File: src/rtl/interval_timer_ctrl_if.sv
`default_nettype none
// ============================================================================
// Module      : interval_timer_ctrl_if
// Description : Control/status bundle for interval_timer_ctrl.
//               master : drives start/abort/pause and the run configuration
//                        (load_val, prescale, periodic); observes status.
//               slave  : the timer itself; observes control/configuration and
//                        drives count, state, busy, tick, done, cfg_err.
// Revision    : 1.0 - initial release
// ============================================================================
interface interval_timer_ctrl_if #(
    parameter int WIDTH    = 4,
    parameter int PS_WIDTH = 4
);
    logic                start;
    logic                abort;
    logic                pause;
    logic [WIDTH-1:0]    load_val;
    logic [PS_WIDTH-1:0] prescale;
    logic                periodic;

    logic [WIDTH-1:0]    count;
    logic [1:0]          state;
    logic                busy;
    logic                tick;
    logic                done;
    logic                cfg_err;

    modport master (
        output start, abort, pause, load_val, prescale, periodic,
        input  count, state, busy, tick, done, cfg_err
    );

    modport slave (
        input  start, abort, pause, load_val, prescale, periodic,
        output count, state, busy, tick, done, cfg_err
    );
endinterface
`default_nettype wire

File: src/rtl/interval_timer_ctrl.sv
`default_nettype none
// ============================================================================
// Module      : interval_timer_ctrl
// Description : Programmable interval timer. A start latches the terminal
//               value, prescale divider and mode, then counts 0..term-1 once
//               every prescale+1 clocks, pulsing tick on each wrap. One-shot
//               runs park in DONE after the first wrap; periodic runs reload.
// Ports       : clk  - clock, rising edge
//               rst  - asynchronous active-high reset
//               bus  - interval_timer_ctrl_if.slave (control in, status out)
// Revision    : 1.0 - initial release
// ============================================================================
module interval_timer_ctrl #(
    parameter int WIDTH    = 4,
    parameter int PS_WIDTH = 4
) (
    input  wire                    clk,
    input  wire                    rst,
    interval_timer_ctrl_if.slave   bus
);

    typedef enum logic [1:0] {
        ST_IDLE = 2'd0,
        ST_RUN  = 2'd1,
        ST_HOLD = 2'd2,
        ST_DONE = 2'd3
    } state_t;

    state_t              state_q, state_d;
    logic [WIDTH-1:0]    count_q, count_d;
    logic [WIDTH-1:0]    term_q, term_d;
    logic [PS_WIDTH-1:0] ps_cnt_q, ps_cnt_d;
    logic [PS_WIDTH-1:0] ps_q, ps_d;
    logic                mode_q, mode_d;
    logic                tick_q, tick_d;
    logic                cfg_err_q, cfg_err_d;
    logic                advance;
    logic [WIDTH-1:0]    term_last;

    assign term_last = term_q - WIDTH'(1);

    always_ff @(posedge clk or posedge rst) begin
        if (rst) begin
            state_q   <= ST_IDLE;
            count_q   <= '0;
            term_q    <= '0;
            ps_cnt_q  <= '0;
            ps_q      <= '0;
            mode_q    <= 1'b0;
            tick_q    <= 1'b0;
            cfg_err_q <= 1'b0;
        end else begin
            state_q   <= state_d;
            count_q   <= count_d;
            term_q    <= term_d;
            ps_cnt_q  <= ps_cnt_d;
            ps_q      <= ps_d;
            mode_q    <= mode_d;
            tick_q    <= tick_d;
            cfg_err_q <= cfg_err_d;
        end
    end

    always_comb begin
        state_d   = state_q;
        count_d   = count_q;
        term_d    = term_q;
        ps_cnt_d  = ps_cnt_q;
        ps_d      = ps_q;
        mode_d    = mode_q;
        tick_d    = 1'b0;
        cfg_err_d = 1'b0;
        advance   = 1'b0;

        if (bus.abort) begin
            state_d  = ST_IDLE;
            count_d  = '0;
            ps_cnt_d = '0;
        end else if (bus.start && (state_q == ST_IDLE || state_q == ST_DONE)) begin
            if (bus.load_val != '0) begin
                term_d   = bus.load_val;
                ps_d     = bus.prescale;
                mode_d   = bus.periodic;
                count_d  = '0;
                ps_cnt_d = '0;
                state_d  = ST_RUN;
            end else begin
                cfg_err_d = 1'b1;
            end
        end else begin
            // A start seen in RUN/HOLD lands here and is simply ignored.
            case (state_q)
                ST_RUN: begin
                    if (bus.pause) state_d = ST_HOLD;
                    else           advance = 1'b1;
                end
                ST_HOLD: begin
                    // The release edge counts, so the run is delayed by
                    // exactly the number of edges pause was sampled high.
                    if (!bus.pause) begin
                        state_d = ST_RUN;
                        advance = 1'b1;
                    end
                end
                default: ;
            endcase

            if (advance) begin
                if (ps_cnt_q == ps_q) begin
                    ps_cnt_d = '0;
                    if (count_q == term_last) begin
                        count_d = '0;
                        tick_d  = 1'b1;
                        if (!mode_q) state_d = ST_DONE;
                    end else begin
                        count_d = count_q + WIDTH'(1);
                    end
                end else begin
                    ps_cnt_d = ps_cnt_q + PS_WIDTH'(1);
                end
            end
        end
    end

    assign bus.count   = count_q;
    assign bus.state   = state_q;
    assign bus.busy    = (state_q == ST_RUN) || (state_q == ST_HOLD);
    assign bus.done    = (state_q == ST_DONE);
    assign bus.tick    = tick_q;
    assign bus.cfg_err = cfg_err_q;

endmodule
`default_nettype wire

File: src/flat_wrapper.sv
// flat-port wrapper written by rule: the top's interface ports become plain ports
module interval_timer_ctrl_flat 
#(
    parameter int WIDTH    = 4,
    parameter int PS_WIDTH = 4
)
  (clk, rst, bus_start, bus_abort, bus_pause, bus_load_val, bus_prescale, bus_periodic, bus_count, bus_state, bus_busy, bus_tick, bus_done, bus_cfg_err);
  interval_timer_ctrl_if #(.WIDTH(WIDTH), .PS_WIDTH(PS_WIDTH)) bus_i ();
  input  wire clk;
  input  wire rst;
  input wire logic [$bits(bus_i.start)-1:0] bus_start;
  input wire logic [$bits(bus_i.abort)-1:0] bus_abort;
  input wire logic [$bits(bus_i.pause)-1:0] bus_pause;
  input wire logic [$bits(bus_i.load_val)-1:0] bus_load_val;
  input wire logic [$bits(bus_i.prescale)-1:0] bus_prescale;
  input wire logic [$bits(bus_i.periodic)-1:0] bus_periodic;
  output wire logic [$bits(bus_i.count)-1:0] bus_count;
  output wire logic [$bits(bus_i.state)-1:0] bus_state;
  output wire logic [$bits(bus_i.busy)-1:0] bus_busy;
  output wire logic [$bits(bus_i.tick)-1:0] bus_tick;
  output wire logic [$bits(bus_i.done)-1:0] bus_done;
  output wire logic [$bits(bus_i.cfg_err)-1:0] bus_cfg_err;
  assign bus_i.start = bus_start;
  assign bus_i.abort = bus_abort;
  assign bus_i.pause = bus_pause;
  assign bus_i.load_val = bus_load_val;
  assign bus_i.prescale = bus_prescale;
  assign bus_i.periodic = bus_periodic;
  assign bus_count = bus_i.count;
  assign bus_state = bus_i.state;
  assign bus_busy = bus_i.busy;
  assign bus_tick = bus_i.tick;
  assign bus_done = bus_i.done;
  assign bus_cfg_err = bus_i.cfg_err;
  interval_timer_ctrl #(.WIDTH(WIDTH), .PS_WIDTH(PS_WIDTH)) u_core (.clk(clk), .rst(rst), .bus(bus_i));
endmodule
File: config.mk
export PLATFORM = sky130hd
export DESIGN_NAME = interval_timer_ctrl_flat
export DESIGN_NICKNAME = d
export VERILOG_FILES = /design/src/rtl/interval_timer_ctrl_if.sv /design/src/rtl/interval_timer_ctrl.sv /design/src/flat_wrapper.sv
export SDC_FILE = /design/constraint.sdc
export NUM_CORES = 1
export LEC_CHECK = 0
export BUFFER_PORTS_ARGS = -buffer_cell sky130_fd_sc_hd__buf_4
export CAP_MARGIN = 40
export CORE_MARGIN = 5
export CORE_UTILIZATION = 57
export CTS_CLUSTER_SIZE = 40
export DETAILED_ROUTE_END_ITERATION = 16
export PLACE_DENSITY = 0.82
export SYNTH_ARGS = -nofsm -noshare
export SYNTH_HDL_FRONTEND = slang
export SYNTH_SLANG_ARGS = --single-unit
File: constraint.sdc
create_clock -name clk -period 2.95 [get_ports clk]
set_input_delay 0.885 -clock clk [delete_from_list [all_inputs] [get_ports clk]]
set_output_delay 0.885 -clock clk [all_outputs]
set_load 0.02 [all_outputs]
==> impl_summary.txt <==
----------------------------------------------------
[Run status]
  Result of the run ... finished, final reports clean

[Global route]
  Number of antenna violations at the first check in global routing ... 0
  Total track usage ... 0.166
  Maximum number of pins on one net before global-route repair ... 22
  Leftover overflow at the end of global routing ... 0
  Number of global-route vias before repair ... 989
  Wire length of the first global-routing pass ... 4150 um

[Drt]
  Post-DRT Antenna Nets ... 0
  Avg WL per Cell ... 13.3 um
  DRC viols ... 0
  First-iteration detailed-routing DRC count ... 13
  Vias after detailed routing ... 979
  1st-pass router iterations ... 4
  Via density per instance ... 5.50
  Drt total wl ... 2370 um

[Floorplan]
  Top-level I/O count ... 24
  Starting Density ... 0.600
  Die area ... 3070 um2
  Row cnt ... 16
  Chip width ... 55.5 um
  Die Height ... 55.5 um
  Core area ... 1960 um2

[STA]
  Count of final setup violators ... 0
  Remaining max-slew budget at the tightest pin ... 0.500
  Slew at the pin with the worst max-slew slack ... 0.749 ns
  Pins over their slew limit ... 0
  Fmax ... 416 MHz
  Setup TNS Final ... 0 ns
  Hold violation count in the final report ... 0
  Setup repair after global routing missed its margin ... false
  Final cycle utilization of the critical path ... 0.814
  Final critical path time including I/O delays and setup ... 2.40 ns
  Fin worst setup slack ... 0.548 ns
  Post-Route Skew ... 0.0142 ns

[Clock tree]
  Latest clock arrival within the worst-skew pair ... 0.31 ns
  Depth of the CTS H-tree ... 1
  Post-CTS Hold Buffers ... 0
  Clk pin slew, worst setup/hold paths ... 0.12 ns
  Maximum clock insertion buffer count ... 2
  CTS tree ... yes
  Clock tree root driver cell ... sky130_fd_sc_hd__clkbuf_4
  Count of instances resized after the clock tree is built ... 0
  Post-CTS setup repair buffer count ... 0
  Clk sinks ... 21
  Number of buffers inserted during clock tree synthesis ... 3

[Yosys]
  Cell type contributing the most total cell area after synthesis ... sky130_fd_sc_hd__dfrtp_1
  Share of flip-flops with an asynchronous set or reset after synthesis ... 1.00
  Synthesis-stage register bit count ... 21
  Fraction of the yosys area taken by sequential cells ... 0.446
  Leading register cell type out of synthesis ... sky130_fd_sc_hd__dfrtp_1
  Top-area cell type share of the netlist area ... 0.446
  Cell count after synthesis ... 124
  Cell types occupying the most area after synthesis ... sky130_fd_sc_hd__dfrtp_1 45%, sky130_fd_sc_hd__nand2_1 7.3%, sky130_fd_sc_hd__ha_1 6.4%
  Total standard cell area after synthesis ... 1180 um2
  Net Count, Synth ... 144
  Cell variety after synth ... 32
  Count of synthesis-stage warnings from yosys ... 0
  Synth Area per Inst ... 9.49 um2
  Post-synth EDFFs ... 0

[Worst setup path]
  Crit Path Category ... flop to output port
  Required time of the worst setup path ... 2.07 ns
  Sort of element at the end of the critical path ... output port
  Sort of element at the start of the critical path ... flop
  CP Max Fanout ... 7
  Crit path DAT ... 1.52 ns

[Power and ir drop]
  Ratio of total power to cell area ... 528 nW/um2
  Leakage component of the power ... 0.708 nW
  Final total power ... 0.745 mW
  Max rail drop VDD ... 0.456 mV

[Layout]
  Most frequent cells in the layout ... 23 x sky130_fd_sc_hd__nand2_1, 23 x sky130_fd_sc_hd__buf_4, 21 x sky130_fd_sc_hd__dfrtp_1
  Area grow syn2layout ... 19.9%
  Post-route cell area ... 1410 um2
  Ratio of cells with drive above 1 in the final layout ... 0.212
  Total number of nets in the final design ... 172
  Number of inserted diodes ... 0

[Place]
  Routability cong. ... 0.854
  Post-detailed-placement half-perimeter wirelength ... 1890 um
  Placed Area ... 1380 um2
  IO buf count ... 23
  Worst slack after detailed placement ... 0.482 ns

[Flow run]
  Max-cap viol count ... 0

[Hold path]
  Worst min-delay path class ... flop to flop

----------------------------------------------------
final cells by class:
class	count	area (um2)
multi-input combinational	95	622
fill	161	551
sequential	21	526
timing repair buffer	23	173
tap	27	33.8
inverter	8	30.0
clock buffer	3	22.5
clock inverter	1	5.00
metal layers:
layer  GRT usage  routed length [um]  vias up
met1       0.185                1000      460
met4      0.0521                  15        0
met3      0.0513                 147        2
li1            -                   -      489
met5           0                   0        -
met2       0.297                1210       28
metrics by stage:
step / instances / util / hold WS (ns)
floorplan: 124 / - / 0.456
global placement: 174 / 0.705 / 0.481
detailed placement: 174 / 0.705 / 0.483
CTS: 178 / 0.719 / 0.508
global route: 178 / 0.719 / 0.536
finish: 178 / 0.719 / 0.506
flip-flops by register name (all words and copies together), names as in the netlist:
| name | flops |
|---|---|
| u_core.bus.state | 2 |
| u_core.term_q | 4 |
| u_core.ps_q | 4 |
| u_core.bus.tick | 1 |
| u_core.bus.cfg_err | 1 |
| u_core.bus.count | 4 |
| u_core.ps_cnt_q | 4 |
| u_core.mode_q | 1 |
report_power, final:
group | switching [mW] | internal [mW] | leakage, nW
combinational | 0.134 | 0.103 | 0.414
sequential | 0.0444 | 0.329 | 0.276
clock | 0.0840 | 0.0506 | 0.0177
total | 0.262 | 0.483 | 0.708
cells in the mapped netlist (all sizes together), types with 2 or more instances:
| master | number |
|---|---|
| nand2 | 24 |
| dfrtp | 21 |
| inv | 8 |
| nor2 | 8 |
| o21ai | 8 |
| xor2 | 8 |
| ha | 6 |
| a22o | 4 |
| nand3 | 4 |
| nor3 | 4 |
| a21o | 3 |
| nand2b | 3 |
| nor2b | 3 |
| xnor2 | 3 |
| a21oi | 2 |
| nor4 | 2 |
| o22ai | 2 |
cell families after synthesis:
kind of cell | Yosys count | synth area share
AO/OA/AOI/OAI | 26 | 0.156
adder cells (fa/ha/maj) | 6 | 0.0638
flip-flops | 21 | 0.446
buffers and inverters | 8 | 0.0255
XOR/XNOR | 11 | 0.0818
AND/OR/NAND/NOR | 52 | 0.226
worst max-delay path, stage by stage (launching register included):
cell and delay (ns):
sky130_fd_sc_hd__dfrtp_1 0.48, sky130_fd_sc_hd__inv_1 0.07, sky130_fd_sc_hd__ha_1 0.39, sky130_fd_sc_hd__inv_1 0.10, sky130_fd_sc_hd__buf_4 0.17
path summary, 6_finish.rpt:
kind / slack (ns) / endpoint / from / cells past startpoint
max in group asynchronous: 1.77 / u_core.ps_q[1]$_DFFE_PP0P_ / rst / 2
max: 0.55 / bus_busy / u_core.bus.state[0]$_DFFE_PP0P_ / 4
min reg2reg: 0.51 / u_core.ps_q[1]$_DFFE_PP0P_ / u_core.ps_q[1]$_DFFE_PP0P_ / 2
min: 0.51 / u_core.ps_q[1]$_DFFE_PP0P_ / u_core.ps_q[1]$_DFFE_PP0P_ / 2
max reg2reg: 0.81 / u_core.bus.state[0]$_DFFE_PP0P_ / u_core.bus.state[0]$_DFFE_PP0P_ / 6
min in group asynchronous: 0.70 / u_core.term_q[2]$_DFFE_PP0P_ / rst / 2
(Power assumes the default switching activity.)
